===== config.mk =====
export PLATFORM = sky130hd
export DESIGN_NAME = rx_frame_ctrl_flat
export DESIGN_NICKNAME = d
export VERILOG_FILES = /design/src/rtl/rx_pkg.sv /design/src/rtl/rx_frame_ctrl_if.sv /design/src/rtl/rx_fifo.sv /design/src/rtl/rx_frame_ctrl.sv /design/src/flat_wrapper.sv
export SDC_FILE = /design/constraint.sdc
export NUM_CORES = 1
export LEC_CHECK = 0
export ABC_AREA = 1
export CAP_MARGIN = 20
export CORE_MARGIN = 2
export CORE_UTILIZATION = 36
export CTS_CLUSTER_DIAMETER = 100
export DETAILED_ROUTE_END_ITERATION = 8
export HOLD_SLACK_MARGIN = 0.12
export MAX_ROUTING_LAYER = met4
export PLACE_DENSITY_LB_ADDON = 0.2
export SLEW_MARGIN = 20
export SYNTH_ARGS = -nofsm -noshare
export SYNTH_HDL_FRONTEND = slang
export SYNTH_SLANG_ARGS = --single-unit

===== constraint.sdc =====
create_clock -name Bclkx16_ -period 2.4 [get_ports Bclkx16_]
set_input_delay 0.36 -clock Bclkx16_ [delete_from_list [all_inputs] [get_ports Bclkx16_]]
set_output_delay 0.36 -clock Bclkx16_ [all_outputs]
set_load 0.1 [all_outputs]

===== src/rtl/rx_pkg.sv =====
// Shared types and constants for the UART frame-level receive controller.
package rx_pkg;

  // Frame sequencer states; the encoding is fixed so status readback stays stable.
  typedef enum logic [1:0] {
    IDLE  = 2'b00,
    DATA  = 2'b01,
    STOP  = 2'b10,
    DRAIN = 2'b11
  } rx_state_t;

  localparam int RX_DATA_BITS   = 8;
  localparam int RX_TIMEOUT_DEF = 48;

endpackage


===== src/rtl/rx_frame_ctrl_if.sv =====
// Byte stream from the frame controller to the register/host side (valid/ready).
interface rx_frame_ctrl_if;
  import rx_pkg::*;

  logic [RX_DATA_BITS-1:0] m_data;
  logic                    m_valid;
  logic                    m_ready;

  modport master (output m_data, output m_valid, input m_ready);
  modport slave  (input m_data, input m_valid, output m_ready);

endinterface


===== src/rtl/rx_fifo.sv =====
// Small synchronous byte FIFO with a registered head-of-queue output.
// The head byte is precomputed each cycle so the consumer sees it without a read latency.
module rx_fifo
  import rx_pkg::*;
#(
  parameter int DEPTH = 4
) (
  input  logic                    clk,
  input  logic                    rst,
  input  logic                    push,
  input  logic [RX_DATA_BITS-1:0] din,
  input  logic                    pop,
  output logic [RX_DATA_BITS-1:0] dout,
  output logic                    full,
  output logic                    empty
);

  localparam int AW = $clog2(DEPTH);
  localparam logic [AW:0]   FULL_CNT = (AW + 1)'(DEPTH);
  localparam logic [AW:0]   CNT_ONE  = (AW + 1)'(1);
  localparam logic [AW-1:0] PTR_ONE  = AW'(1);

  logic [RX_DATA_BITS-1:0] mem [DEPTH];
  logic [AW-1:0]           wr_ptr;
  logic [AW-1:0]           rd_ptr;
  logic [AW-1:0]           rd_nxt;
  logic [AW:0]             count;
  logic [AW:0]             count_nxt;
  logic                    do_push;
  logic                    do_pop;

  // A pop on an empty FIFO is ignored; a push into a full FIFO only lands if a pop frees a slot.
  always_comb begin
    do_pop    = pop & (count != '0);
    do_push   = push & ((count != FULL_CNT) | do_pop);
    rd_nxt    = do_pop ? rd_ptr + PTR_ONE : rd_ptr;
    count_nxt = count;
    if (do_push && !do_pop)
      count_nxt = count + CNT_ONE;
    else if (!do_push && do_pop)
      count_nxt = count - CNT_ONE;
  end

  // Storage array; no reset needed since occupancy is tracked by the pointers.
  always_ff @(posedge clk) begin
    if (do_push)
      mem[wr_ptr] <= din;
  end

  // Pointers, occupancy flags and the registered head byte (bypassing a write to the new head slot).
  always_ff @(posedge clk) begin
    if (rst) begin
      wr_ptr <= '0;
      rd_ptr <= '0;
      count  <= '0;
      dout   <= '0;
      full   <= 1'b0;
      empty  <= 1'b1;
    end else begin
      if (do_push)
        wr_ptr <= wr_ptr + PTR_ONE;
      rd_ptr <= rd_nxt;
      count  <= count_nxt;
      full   <= (count_nxt == FULL_CNT);
      empty  <= (count_nxt == '0);
      if (count_nxt != '0)
        dout <= (do_push && (wr_ptr == rd_nxt)) ? din : mem[rd_nxt];
    end
  end

endmodule


===== src/rtl/rx_frame_ctrl.sv =====
// Frame-level receive controller: assembles sampled bits into bytes, qualifies each
// frame with the receiver's stop-bit result and a stop-phase timeout, and queues good
// bytes in a FIFO. Optional macro RX_STATUS_CNT_EN adds saturating event counters.
module rx_frame_ctrl
  import rx_pkg::*;
#(
  parameter int DEPTH   = 4,
  parameter int TIMEOUT = RX_TIMEOUT_DEF
) (
  input  logic                   Bclkx16_,
  input  logic                   rst,
  input  logic                   rx_en,
  input  logic                   rx_bit,
  input  logic                   rx_bit_stb,
  input  logic                   rx_done,
  input  logic                   rx_err,
  rx_frame_ctrl_if.master        m,
  output logic                   ferr,
  output logic                   ovr,
  input  logic                   clr_status,
  output logic                   busy
`ifdef RX_STATUS_CNT_EN
  , output logic [7:0]           ferr_cnt
  , output logic [7:0]           ovr_cnt
`endif
);

  localparam int TW = $clog2(TIMEOUT + 1);
  localparam logic [TW-1:0] TMO_LAST = TW'(TIMEOUT - 1);
  localparam logic [TW-1:0] TMO_ONE  = TW'(1);
  localparam logic [2:0]    LAST_BIT = 3'(RX_DATA_BITS - 1);

  rx_state_t               state;
  logic [2:0]              bit_cnt;
  logic [RX_DATA_BITS-1:0] shreg;
  logic [TW-1:0]           tmo_cnt;
  logic                    push_req;
  logic                    tmo_hit;
  logic                    ferr_evt;
  logic                    ovr_evt;
  logic                    pop;
  logic                    fifo_full;
  logic                    fifo_empty;

  assign tmo_hit   = (tmo_cnt == TMO_LAST);
  assign pop       = m.m_valid & m.m_ready;
  assign ovr_evt   = push_req & fifo_full & ~pop;
  assign m.m_valid = ~fifo_empty;

  // Framing error sources: bad start bit, early stop indication, bad stop bit, or stop timeout.
  always_comb begin
    ferr_evt = 1'b0;
    case (state)
      IDLE:    ferr_evt = rx_en & rx_bit_stb & rx_bit;
      DATA:    ferr_evt = rx_done | rx_err;
      STOP:    ferr_evt = rx_err | (~rx_done & tmo_hit);
      default: ferr_evt = 1'b0;
    endcase
  end

  // Frame sequencer; a bad start bit parks in DRAIN until the receiver finishes the frame.
  always_ff @(posedge Bclkx16_) begin
    if (rst) begin
      state    <= IDLE;
      busy     <= 1'b0;
      bit_cnt  <= '0;
      shreg    <= '0;
      tmo_cnt  <= '0;
      push_req <= 1'b0;
    end else begin
      push_req <= 1'b0;
      case (state)
        IDLE: begin
          if (rx_en && rx_bit_stb) begin
            busy <= 1'b1;
            if (!rx_bit) begin
              state   <= DATA;
              bit_cnt <= '0;
            end else begin
              state   <= DRAIN;
              tmo_cnt <= '0;
            end
          end
        end
        DATA: begin
          if (rx_done || rx_err) begin
            state <= IDLE;
            busy  <= 1'b0;
          end else if (rx_bit_stb) begin
            shreg   <= {rx_bit, shreg[RX_DATA_BITS-1:1]};
            bit_cnt <= bit_cnt + 3'd1;
            if (bit_cnt == LAST_BIT) begin
              state   <= STOP;
              tmo_cnt <= '0;
            end
          end
        end
        STOP: begin
          if (rx_err) begin
            state <= IDLE;
            busy  <= 1'b0;
          end else if (rx_done) begin
            push_req <= 1'b1;
            state    <= IDLE;
            busy     <= 1'b0;
          end else if (tmo_hit) begin
            state <= IDLE;
            busy  <= 1'b0;
          end else begin
            tmo_cnt <= tmo_cnt + TMO_ONE;
          end
        end
        default: begin
          if (rx_done || rx_err || tmo_hit) begin
            state <= IDLE;
            busy  <= 1'b0;
          end else begin
            tmo_cnt <= tmo_cnt + TMO_ONE;
          end
        end
      endcase
    end
  end

  // Sticky status flags; a new event in the same cycle as a clear keeps the flag set.
  always_ff @(posedge Bclkx16_) begin
    if (rst) begin
      ferr <= 1'b0;
      ovr  <= 1'b0;
    end else begin
      ferr <= ferr_evt | (ferr & ~clr_status);
      ovr  <= ovr_evt  | (ovr  & ~clr_status);
    end
  end

`ifdef RX_STATUS_CNT_EN
  // Saturating event counters; a clear coinciding with an event leaves a count of one.
  always_ff @(posedge Bclkx16_) begin
    if (rst) begin
      ferr_cnt <= '0;
      ovr_cnt  <= '0;
    end else begin
      if (clr_status)
        ferr_cnt <= {7'b0, ferr_evt};
      else if (ferr_evt && ferr_cnt != 8'hFF)
        ferr_cnt <= ferr_cnt + 8'd1;
      if (clr_status)
        ovr_cnt <= {7'b0, ovr_evt};
      else if (ovr_evt && ovr_cnt != 8'hFF)
        ovr_cnt <= ovr_cnt + 8'd1;
    end
  end
`endif

  rx_fifo #(.DEPTH(DEPTH)) u_fifo (
    .clk   (Bclkx16_),
    .rst   (rst),
    .push  (push_req),
    .din   (shreg),
    .pop   (pop),
    .dout  (m.m_data),
    .full  (fifo_full),
    .empty (fifo_empty)
  );

endmodule

===== src/flat_wrapper.sv =====
// flat-port wrapper written by rule: the top's interface ports become plain ports
module rx_frame_ctrl_flat import rx_pkg::*;
#(
  parameter int DEPTH   = 4,
  parameter int TIMEOUT = RX_TIMEOUT_DEF
)
  (Bclkx16_, rst, rx_en, rx_bit, rx_bit_stb, rx_done, rx_err, ferr, ovr, clr_status, busy, m_m_data, m_m_valid, m_m_ready);
  rx_frame_ctrl_if m_i ();
  input  logic Bclkx16_;
  input  logic rst;
  input  logic rx_en;
  input  logic rx_bit;
  input  logic rx_bit_stb;
  input  logic rx_done;
  input  logic rx_err;
  output logic ferr;
  output logic ovr;
  input  logic clr_status;
  output logic busy;
  output wire logic [$bits(m_i.m_data)-1:0] m_m_data;
  output wire logic [$bits(m_i.m_valid)-1:0] m_m_valid;
  input wire logic [$bits(m_i.m_ready)-1:0] m_m_ready;
  assign m_m_data = m_i.m_data;
  assign m_m_valid = m_i.m_valid;
  assign m_i.m_ready = m_m_ready;
  rx_frame_ctrl #(.DEPTH(DEPTH), .TIMEOUT(TIMEOUT)) u_core (.Bclkx16_(Bclkx16_), .rst(rst), .rx_en(rx_en), .rx_bit(rx_bit), .rx_bit_stb(rx_bit_stb), .rx_done(rx_done), .rx_err(rx_err), .m(m_i), .ferr(ferr), .ovr(ovr), .clr_status(clr_status), .busy(busy));
endmodule

==> results_dict.tcl <==
set metrics [dict create \
    min_period_over_period_pct 82.1 \
    critPathKind "flip-flop to flip-flop" \
    rsz0062_at_grt "false" \
    power_density_mw_per_mm2 957 \
    reg2reg_to "u_core.u_fifo.dout[2]" \
    syn_area_mm2 0.00366 \
    power.leakage_nw 1.70 \
    cts_tree "yes" \
    clock-root-buffer "clkbuf_8" \
    fin_skew_ns 0.0111 \
    setup_violations 0 \
    arrival_ns 2.21 \
    worstPathCellList "inv_1 > ha_1 > nand2_4 > nand2_8 > nand3_2 > nand3_1 > nand2_1 > nand3_4 > nand2_1 > nor2_1 > nor2_1" \
    status "finished, final reports clean" \
    place_area_mm2 0.00399 \
    cpPeakStageDelay_ns 0.33 \
    critPathLaunch "u_core.u_fifo.count[0]" \
    post_drt_wl_per_cell_um 12.9 \
    syn_avg_cell_area_um2 8.31 \
    cts_made_buffers 9 \
    clock-sinks 72 \
    drive_gt1_share_pct 13.7 \
    dp.cells 591 \
    dpl.hpwl_mm 5.75 \
    track_usage_pct 16.1 \
    drtAntennaViolNets 0 \
    synthToLayoutAreaGrowth_pct 15.6 \
    relSlewSlack_pct 69.0 \
    io_pins 21 \
    cp.depth 11 \
    diodes 0 \
    num_rows 36 \
    gp_congestion 0.870 \
    synthDistinctLibCells 37 \
    crit_path_end "u_core.u_fifo.dout[2]" \
    p_total_mw 4.05 \
    cts_resized 0 \
    h-tree-depth 3 \
    cpMaxStageDelayCell "dfxtp_1" \
    fin_tns_setup_ns 0 \
    yosys_warnings 0 \
    fin_util_pct 43.1 \
    initial_utilization_pct 37.3 \
    postRouteWirelength_mm 7.83 \
    ctsHoldBuffers 0 \
    synth-seq-cells 72 \
    yosysSeqAreaShare_pct 48.2 \
    vdd_drop_max_uv 436 \
    fin_area_mm2 0.00423 \
    chipHeight_um 105 \
    firstDrtPassIters 5 \
    critPathTopFamily "simple AND/OR/NAND/NOR gates" \
    overflow 0 \
    crit_required_ns 2.65 \
    first_iter_violations 115 \
    critPathCaptureType "flip-flop" \
    reg2reg_from "u_core.u_fifo.count[0]" \
    avgViaCountPerCell 4.79 \
    clkSlewWorstSetupHoldPaths_ns 0.08 \
    synth_edf_count 32 \
    worst-path-buf-inv 1 \
    port_buffers 20 \
    clkLatencyLatePin_ns 0.35 \
    first_global_vias 2847 \
    num_vias 2907 \
    ys.flop_type "dfxtp_1" \
    cts_setup_buffers 0 \
    nets 492 \
    final_max_slew_viol_count 0 \
    synthArstFlopShare_pct 0 \
    antenna_found_initial 0 \
    synthCells 440 \
    hp-class "flip-flop to flip-flop" \
    fin_crit_ns 1.97 \
    ff2ff_setup_slack_ns 0.43 \
    tightestPinTransition_ns 0.464 \
    grt_max_degree 20 \
    syn_nets 463 \
    start_kind "flip-flop" \
    drc 0 \
    fmax_mhz 508 \
    coreArea_mm2 0.00982 \
    cap_violations 0 \
    finalHoldViolCount 0 \
    fin_cells 607 \
    cts_buffer_depth 2 \
    grt_first_pass_wirelength_mm 13.6 \
    die_w_um 105 \
    cp_max_fo 11 \
    dieArea_mm2 0.0110 \
    r2r_cells 11 \
]
==> worst min-delay path by stage <==
stage,end,slack [ns],start,depth (start not counted)
2_1_floorplan,u_core.ovr,0.44,u_core.u_fifo.full,2
3_3_place_gp,u_core.bit_cnt[2],0.46,u_core.bit_cnt[2],2
3_5_place_dp,u_core.ferr,0.46,u_core.ferr,2
4_1_cts,u_core.ferr,0.47,u_core.ferr,2
5_1_grt,u_core.ferr,0.50,u_core.ferr,2
6_report,u_core.ferr,0.47,u_core.ferr,2
==> cells in the final DEF (no fill, tap or decap), types with 2 or more instances in the layout <==
| master | n |
|---|---|
| o21ai_1 | 2 |
| nand2_4 | 3 |
| nor3_1 | 2 |
| clkbuf_8 | 10 |
| buf_4 | 22 |
| xnor2_1 | 3 |
| nand2_2 | 5 |
| nor2_2 | 2 |
| clkdlybuf4s50_1 | 8 |
| xor2_1 | 3 |
| nand2_8 | 2 |
| nand3_1 | 60 |
| dfxtp_1 | 40 |
| nand3_4 | 2 |
| nand4_1 | 13 |
| o21ai_0 | 7 |
| nor2_4 | 2 |
| inv_2 | 5 |
| nand2_1 | 106 |
| nand3_2 | 2 |
| ha_1 | 14 |
| a21oi_1 | 22 |
| inv_1 | 39 |
| bufinv_16 | 2 |
| inv_4 | 2 |
| nor2_1 | 51 |
| edfxtp_1 | 32 |
| nor3_2 | 2 |
==> where the power goes <==
| part | internal (mW) | switching (mW) | total [mW] |
|---|---|---|---|
| Combinational | 0.391 | 1.08 | 1.47 |
| Sequential | 1.38 | 0.0811 | 1.46 |
| Clock | 0.672 | 0.445 | 1.12 |
==> cell usage after synthesis (2+ instances only) <==
cell type	number	area (um^2)
nand3_2	2	20.0
nand2_2	5	31.3
nand2_1	106	398
buf_2	4	20.0
ha_1	14	175
nand2_4	3	33.8
nor2_4	2	22.5
o21ai_0	7	35.0
inv_1	39	146
nand4_1	13	81.3
nor2_2	2	12.5
nor2_1	51	191
o21ai_1	2	10.0
edfxtp_1	32	961
inv_2	5	18.8
nand3_1	60	300
xnor2_1	3	26.3
nand2_8	2	40.0
nand3_4	2	35.0
dfxtp_1	40	801
xor2_1	3	26.3
buf_6	2	22.5
nor3_1	2	10.0
a21oi_1	22	110
nor3_2	2	20.0
clkbuf_1	4	15.0
==> registers in the layout, summed over array words and instances (netlist names) <==
name / cells
u_core.tmo_cnt: 6
u_core.u_fifo.wr_ptr: 2
u_core.u_fifo.mem: 32
u_core.u_fifo.dout: 8
u_core.u_fifo.full: 1
u_core.push_req: 1
u_core.u_fifo.empty: 1
u_core.ferr: 1
u_core.u_fifo.count: 3
u_core.bit_cnt: 3
u_core.ovr: 1
u_core.state: 2
u_core.shreg: 8
u_core.u_fifo.rd_ptr: 2
u_core.busy: 1
==> kinds of logic after synthesis <==
kind of cell               share of synthesized area (%)
and+or+nand+nor                                     34.0
DFF                                                 48.2
buffers and inverters                               6.81
AOI/OAI and AO/OA                                   4.82
adders and majority gates                           4.79
xor gates and xnor gates                            1.44
==> layout make-up <==
| type | instances | area, um^2 |
|---|---|---|
| tap | 133 | 166 |
| fill | 1015 | 5590 |
| inverter | 45 | 171 |
| clock inverter | 5 | 75.1 |
| timing repair buffer | 30 | 245 |
| multi-input combinational | 311 | 1650 |
| clock buffer | 11 | 163 |
| sequential | 72 | 1760 |
==> through the flow <==
step | hold slack, ns | setup slack (ns)
2_1_floorplan | 0.442 | 0.364
3_3_place_gp | 0.456 | 0.217
3_5_place_dp | 0.461 | 0.182
4_1_cts | 0.472 | 0.430
5_1_grt | 0.501 | 0.211
6_report | 0.470 | 0.431
==> metal layers <==
metal  track usage, %  vias up  routed length [um]
met4             7.90        0                 213
met5                -        -                   0
met2             24.5       50                3750
met3             3.56       18                 238
met1             20.1     1334                3640
li1                 -     1505                   -
==> tightest hold or removal path, delay by kind of cell (launching register included) <==
kind            cells  cell delay (ns)
flops               1             0.31
compound gates      1             0.05
simple gates        1             0.06
No activity file was read; power rests on OpenSTA's default activity.
